[src/rtl/clk_div_pkg.sv]
// clk_div_pkg: shared widths, channel-index sizing and per-channel state layout for clk_div_multi.
package clk_div_pkg;

    localparam int DIV_W_DEF = 32;

    // One divider channel's architectural state at the default width.
    typedef struct packed {
        logic [DIV_W_DEF-1:0] cnt;
        logic [DIV_W_DEF-1:0] d;
        logic [DIV_W_DEF-1:0] shadow;
        logic                 pending;
    } chan_state_t;

    function automatic int ch_w(input int n);
        return (n > 1) ? $clog2(n) : 1;
    endfunction

endpackage

[src/rtl/clk_div_chan.sv]
// clk_div_chan: one divider channel (counter, compare, optional shadow divisor; CLK_DIV_MULTI_SHADOW_EN).
module clk_div_chan
    import clk_div_pkg::*;
#(
    parameter int               DIV_W   = DIV_W_DEF,
    parameter logic [DIV_W-1:0] DEF_DIV = '0
) (
    input  logic             i_clk,
    input  logic             i_rstn,
    input  logic             i_we,
    input  logic [DIV_W-1:0] i_div,
    output logic             o_clk,
    output logic             o_tick,
    output logic             o_pending
);

    logic [DIV_W-1:0] r_cnt, r_d;
    logic [DIV_W-1:0] w_inc, w_cnt_nxt, w_d_nxt, w_half;
    logic             r_clk, r_tick, w_wrap, w_tick_nxt;

    // cnt+1 == D stands in for cnt == D-1, so D-1 is never formed for D=0
    assign w_inc  = r_cnt + 1'b1;
    assign w_wrap = (r_d != '0) && (w_inc == r_d);

`ifdef CLK_DIV_MULTI_SHADOW_EN
    logic [DIV_W-1:0] r_shadow;
    logic             r_pend, w_apply;

    // a disabled channel has no wrap to wait for, so it takes the shadow at once
    assign w_apply    = r_pend && (w_wrap || r_d == '0);
    assign w_d_nxt    = w_apply ? r_shadow : r_d;
    assign w_cnt_nxt  = (w_wrap || r_d == '0) ? '0 : w_inc;
    assign w_tick_nxt = w_wrap && (w_d_nxt != '0);
    assign o_pending  = r_pend;

    // shadow capture; a write in the apply cycle re-arms pending for the next wrap
    always_ff @(posedge i_clk or negedge i_rstn) begin
        if (!i_rstn) begin
            r_shadow <= '0;
            r_pend   <= 1'b0;
        end else if (i_we) begin
            r_shadow <= i_div;
            r_pend   <= 1'b1;
        end else if (w_apply) begin
            r_pend   <= 1'b0;
        end
    end
`else
    assign w_d_nxt    = i_we ? i_div : r_d;
    assign w_cnt_nxt  = (i_we || w_wrap || r_d == '0) ? '0 : w_inc;
    assign w_tick_nxt = w_wrap && !i_we;
    assign o_pending  = 1'b0;
`endif

    assign w_half = (w_d_nxt >> 1) + DIV_W'(w_d_nxt[0]);

    // counter, divisor and registered outputs derived from the next state
    always_ff @(posedge i_clk or negedge i_rstn) begin
        if (!i_rstn) begin
            r_cnt  <= '0;
            r_d    <= DEF_DIV;
            r_clk  <= (DEF_DIV != '0);
            r_tick <= 1'b0;
        end else begin
            r_cnt  <= w_cnt_nxt;
            r_d    <= w_d_nxt;
            r_clk  <= (w_cnt_nxt < w_half);
            r_tick <= w_tick_nxt;
        end
    end

    assign o_clk  = r_clk;
    assign o_tick = r_tick;

endmodule

[src/rtl/clk_div_multi.sv]
// clk_div_multi: N_CH independent clock dividers with write decode and ack (CLK_DIV_MULTI_SHADOW_EN: glitch-free update).
module clk_div_multi
    import clk_div_pkg::*;
#(
    parameter  int          N_CH    = 4,
    parameter  int          DIV_W   = DIV_W_DEF,
    parameter  int unsigned DEF_DIV = 50000000,
    localparam int          CH_W    = ch_w(N_CH)
) (
    input  logic             clki,
    input  logic             rstn,
    input  logic             wr_en,
    input  logic [CH_W-1:0]  wr_ch,
    input  logic [DIV_W-1:0] wr_div,
    output logic             wr_ack,
    output logic [N_CH-1:0]  clk_out,
    output logic [N_CH-1:0]  tick_out,
    output logic [N_CH-1:0]  pending
);

    logic w_acc, r_ack;

    assign w_acc = wr_en && (32'(wr_ch) < N_CH);

    // acknowledge every accepted write one cycle later
    always_ff @(posedge clki or negedge rstn) begin
        if (!rstn) r_ack <= 1'b0;
        else       r_ack <= w_acc;
    end

    assign wr_ack = r_ack;

    for (genvar i = 0; i < N_CH; i++) begin : g_ch
        clk_div_chan #(
            .DIV_W  (DIV_W),
            .DEF_DIV(DIV_W'(DEF_DIV))
        ) u_chan (
            .i_clk    (clki),
            .i_rstn   (rstn),
            .i_we     (w_acc && (32'(wr_ch) == i)),
            .i_div    (wr_div),
            .o_clk    (clk_out[i]),
            .o_tick   (tick_out[i]),
            .o_pending(pending[i])
        );
    end

endmodule

[config.mk]
export PLATFORM = sky130hd
export DESIGN_NAME = clk_div_multi
export DESIGN_NICKNAME = d
export VERILOG_FILES = /design/src/rtl/clk_div_pkg.sv /design/src/rtl/clk_div_chan.sv /design/src/rtl/clk_div_multi.sv
export SDC_FILE = /design/constraint.sdc
export NUM_CORES = 1
export LEC_CHECK = 0
export BUFFER_PORTS_ARGS = -buffer_cell sky130_fd_sc_hd__buf_2
export CAP_MARGIN = 5
export CORE_MARGIN = 10
export CORE_UTILIZATION = 45
export DETAILED_ROUTE_END_ITERATION = 12
export PLACE_DENSITY = 0.65
export SYNTH_ARGS = -nofsm -noshare
export SYNTH_HDL_FRONTEND = slang
export SYNTH_HIERARCHICAL = 1
export SYNTH_SLANG_ARGS = --single-unit
[constraint.sdc]
create_clock -name clki -period 12.4 [get_ports clki]
set_clock_uncertainty 0.05 [all_clocks]
set_input_delay 0.62 -clock clki [delete_from_list [all_inputs] [get_ports clki]]
set_output_delay 0.62 -clock clki [all_outputs]
set_load 0.02 [all_outputs]
==> key figures <==
CTS
  – Worst-path clk slew: 0.07 ns
  – Sink Count: 265
  – CTS Buf Count: 31
  – Htree depth: 1
  – Hold_buf cts: 0
  – Post_cts resized: 0
  – Post-CTS Setup Bufs: 0
  – Clock tree from TritonCTS: built
  – Clock latency at the later pin of the worst-skew pair: 0.61 ns
  – Clock tree buffer depth: 3
  – Clk root buf: clkbuf_16

Timing
  – Setup violations, final: 0
  – Max-slew violations: 0
  – RSZ-0062 raised after global routing: no
  – Final period utilization: 0.492
  – Worst-Margin Slew: 1.02 ns
  – Max-slew headroom: 0.320
  – Minimum clock period: 6.10 ns
  – Achievable Freq: 164 MHz
  – TNS Setup: 0 ns
  – Final Hold Fails: 0

Global route
  – Grt total ovfl: 0
  – Pin count of the biggest net entering global routing: 145
  – Vias in the first global route: 18300
  – Initial antenna violation count: 2
  – First-pass GRT wire length: 106000 um
  – GRT Overall Usage: 0.233

Yosys
  – Mapped Nets: 2522
  – Post-synth EDFFs: 0
  – Post-synth top area share: 0.252
  – Register area share after synthesis: 0.317
  – Avg Cell Area, Syn: 9.00 sq um
  – Cells after synthesis: 2349
  – #FFs+latches synth: 265
  – Largest area contributor in the netlist: dfrtp_1
  – Post-synth top cells: xnor2_1 (246), nor2_1 (234), dfrtp_1 (213)
  – Cell variety after synth: 79
  – Most common cell in the netlist: xnor2_1
  – Async S/R FF share, synth: 1.00
  – Post-synth top flop: dfrtp_1
  – Largest cells by area after synthesis: dfrtp_1 (25%), xnor2_1 (10%), ha_1 (8.0%)
  – Synth warn: 6
  – Cell Area, Synth: 21100 sq um

Critical path
  – Crit path cell chain: nand3_1 > or3_1 > nor3_1 > o32ai_1 > or4_1 > or4_4 > o31ai_4 > buf_4 > nor2_1 > ha_1 > nand4_1 > nor4_1 > nand2_1 > a2111oi_0 > a21oi_1
  – WP data required: 12.86 ns
  – Startpoint Class: flip-flop
  – Arrival @ worst endpoint: 6.56 ns
  – CP delay by family, top: simple AND/OR/NAND/NOR gates
  – CP max-delay cell: or3_1
  – FF-to-FF setup slack: 6.30 ns
  – CP max stage delay: 0.72 ns
  – Critical Path Start: g_ch[2].u_chan/r_cnt[5]
  – CP Buf/Inv Count: 1
  – R2R Path End: g_ch[2].u_chan/o_clk
  – RR Startpoint: g_ch[2].u_chan/r_cnt[5]
  – Crit end category: flip-flop
  – Crit path kind: flip-flop to flip-flop
  – CP Max Fanout: 21
  – Worst Reg-to-Reg Cells: 15

Cells and area
  – Antenna diodes: 0
  – Fraction of layout cells with a size suffix above 1: 0.113
  – Non-Filler Instances: 2967
  – Layout Nets: 2508
  – Growth of design area from synthesis to finish: 8.30%

Floorplanning
  – Die Ht: 237 um
  – Die area: 56000 sq um
  – Rows: 79
  – Initial Utilization: 0.455
  – Core area: 46500 sq um
  – Die width: 237 um
  – # IOs: 50

Min path
  – Hold Path Class: primary input to asynchronous set/reset pin

Drt
  – DR vias: 18200
  – Aggregate routed wire length: 67300 um
  – Drt pass-1 iters: 6
  – Vias per cell: 6.14
  – Wire per inst: 22.7 um
  – Drt initial violations: 1545
  – Post-route DRC violation count: 0
  – Routed Antenna Nets: 0

Placement
  – Post-Place Cells: 2909
  – Routability Congestion: 0.950
  – IO buf count: 45
  – Hpwl dp: 50900 um

Outcome
  – Status: finished clean

Flow run
  – Maxcap violations: 0

Power and ir drop
  – VDD IR max: 129 uV
  – Leakage power: 9.26 nW
  – PwrDens: 135 nW/um^2
## registers in the layout (all words and copies together), names as in the netlist
signal and cells:
g_ch.u_chan/o_tick 4, g_ch.u_chan/o_clk 4, g_ch.u_chan/r_cnt 128, wr_ack 1, g_ch.u_chan/r_d 128
## cell usage in the layout (no fill, tap or decap), types with 12 or more instances in the layout
cell type	synthesis	final
mux2_2	57	57
ha_1	136	136
and4_1	26	26
buf_2	40	44
dfstp_2	52	52
nor2_1	234	234
nand2b_1	17	17
nand4_1	82	82
and2_1	12	12
and3_1	31	31
dfrtp_1	213	213
nor4_1	83	83
a21oi_1	71	71
nor3_1	44	44
clkbuf_16	0	31
or3_1	21	21
o21ai_0	42	42
nor2b_1	36	36
inv_1	119	119
nor3b_1	18	18
or4_1	26	26
a211oi_1	12	12
a41oi_1	12	12
xor2_1	82	82
o31ai_1	18	18
nand2_1	150	150
a21o_1	44	44
o32ai_1	14	14
xnor2_1	246	246
nor4b_1	13	13
nand3_1	110	110
mux2i_1	59	59
## area by class of cell
cell class	count	area (sq um)
multi-input combinational	1864	13500
inverter	119	447
clock inverter	19	335
fill	4411	23600
sequential	265	6700
timing repair buffer	54	315
clock buffer	39	856
tap	607	759
## worst max path at each step
stage / slack, ns / depth (start not counted) / end
2_1_floorplan: 5.91 / 23 / g_ch[2].u_chan/o_clk
3_3_place_gp: 6.23 / 18 / g_ch[0].u_chan/o_clk
3_5_place_dp: 6.15 / 18 / g_ch[0].u_chan/o_clk
4_1_cts: 6.31 / 15 / g_ch[2].u_chan/o_clk
5_1_grt: 5.89 / 18 / g_ch[3].u_chan/o_clk
6_report: 6.30 / 15 / g_ch[2].u_chan/o_clk
## cell families (layout without fill, tap and decap cells)
logic type	Yosys count	after routing	synth area share
XOR/XNOR	334	334	0.142
multiplexers	116	116	0.0583
other	4	4	0.000710
adder cells (fa/ha/maj)	136	136	0.0805
buffers and inverters	220	231	0.0458
AND/OR/NAND/NOR	951	951	0.244
flip-flops	265	265	0.317
AO/OA/AOI/OAI	323	323	0.112
## metrics by stage
| step | area, sq um | util | worst slack (ns) | hold slack, ns | total power [mW] |
|---|---|---|---|---|---|
| final | 22900 | 0.493 | 6.30 | 0.0117 | 3.09 |
| after global routing | 22900 | 0.493 | 5.89 | 0.118 | 3.25 |
| after CTS | 22900 | 0.493 | 6.31 | 0.0798 | 3.11 |
| after detailed placement | 21700 | 0.467 | 6.15 | 0.520 | 2.01 |
| after global placement | 21700 | 0.467 | 6.23 | 0.505 | 1.99 |
| after floorplan | 21100 | - | 5.91 | 0.274 | 1.74 |
## per-layer routing
metal | vias up | global-route usage | wire length (um)
li1 | 8507 | - | -
met1 | 8961 | 0.313 | 30200
met2 | 613 | 0.376 | 30700
met3 | 147 | 0.0291 | 3730
met4 | 0 | 0.0859 | 2620
met5 | - | 0 | 0
## power breakdown
| group | internal, mW | switching (mW) |
|---|---|---|
| Sequential | 0.994 | 0.197 |
| Clock | 0.674 | 0.405 |
| Combinational | 0.354 | 0.468 |
Note: power is estimated with default switching activity, not from simulation.
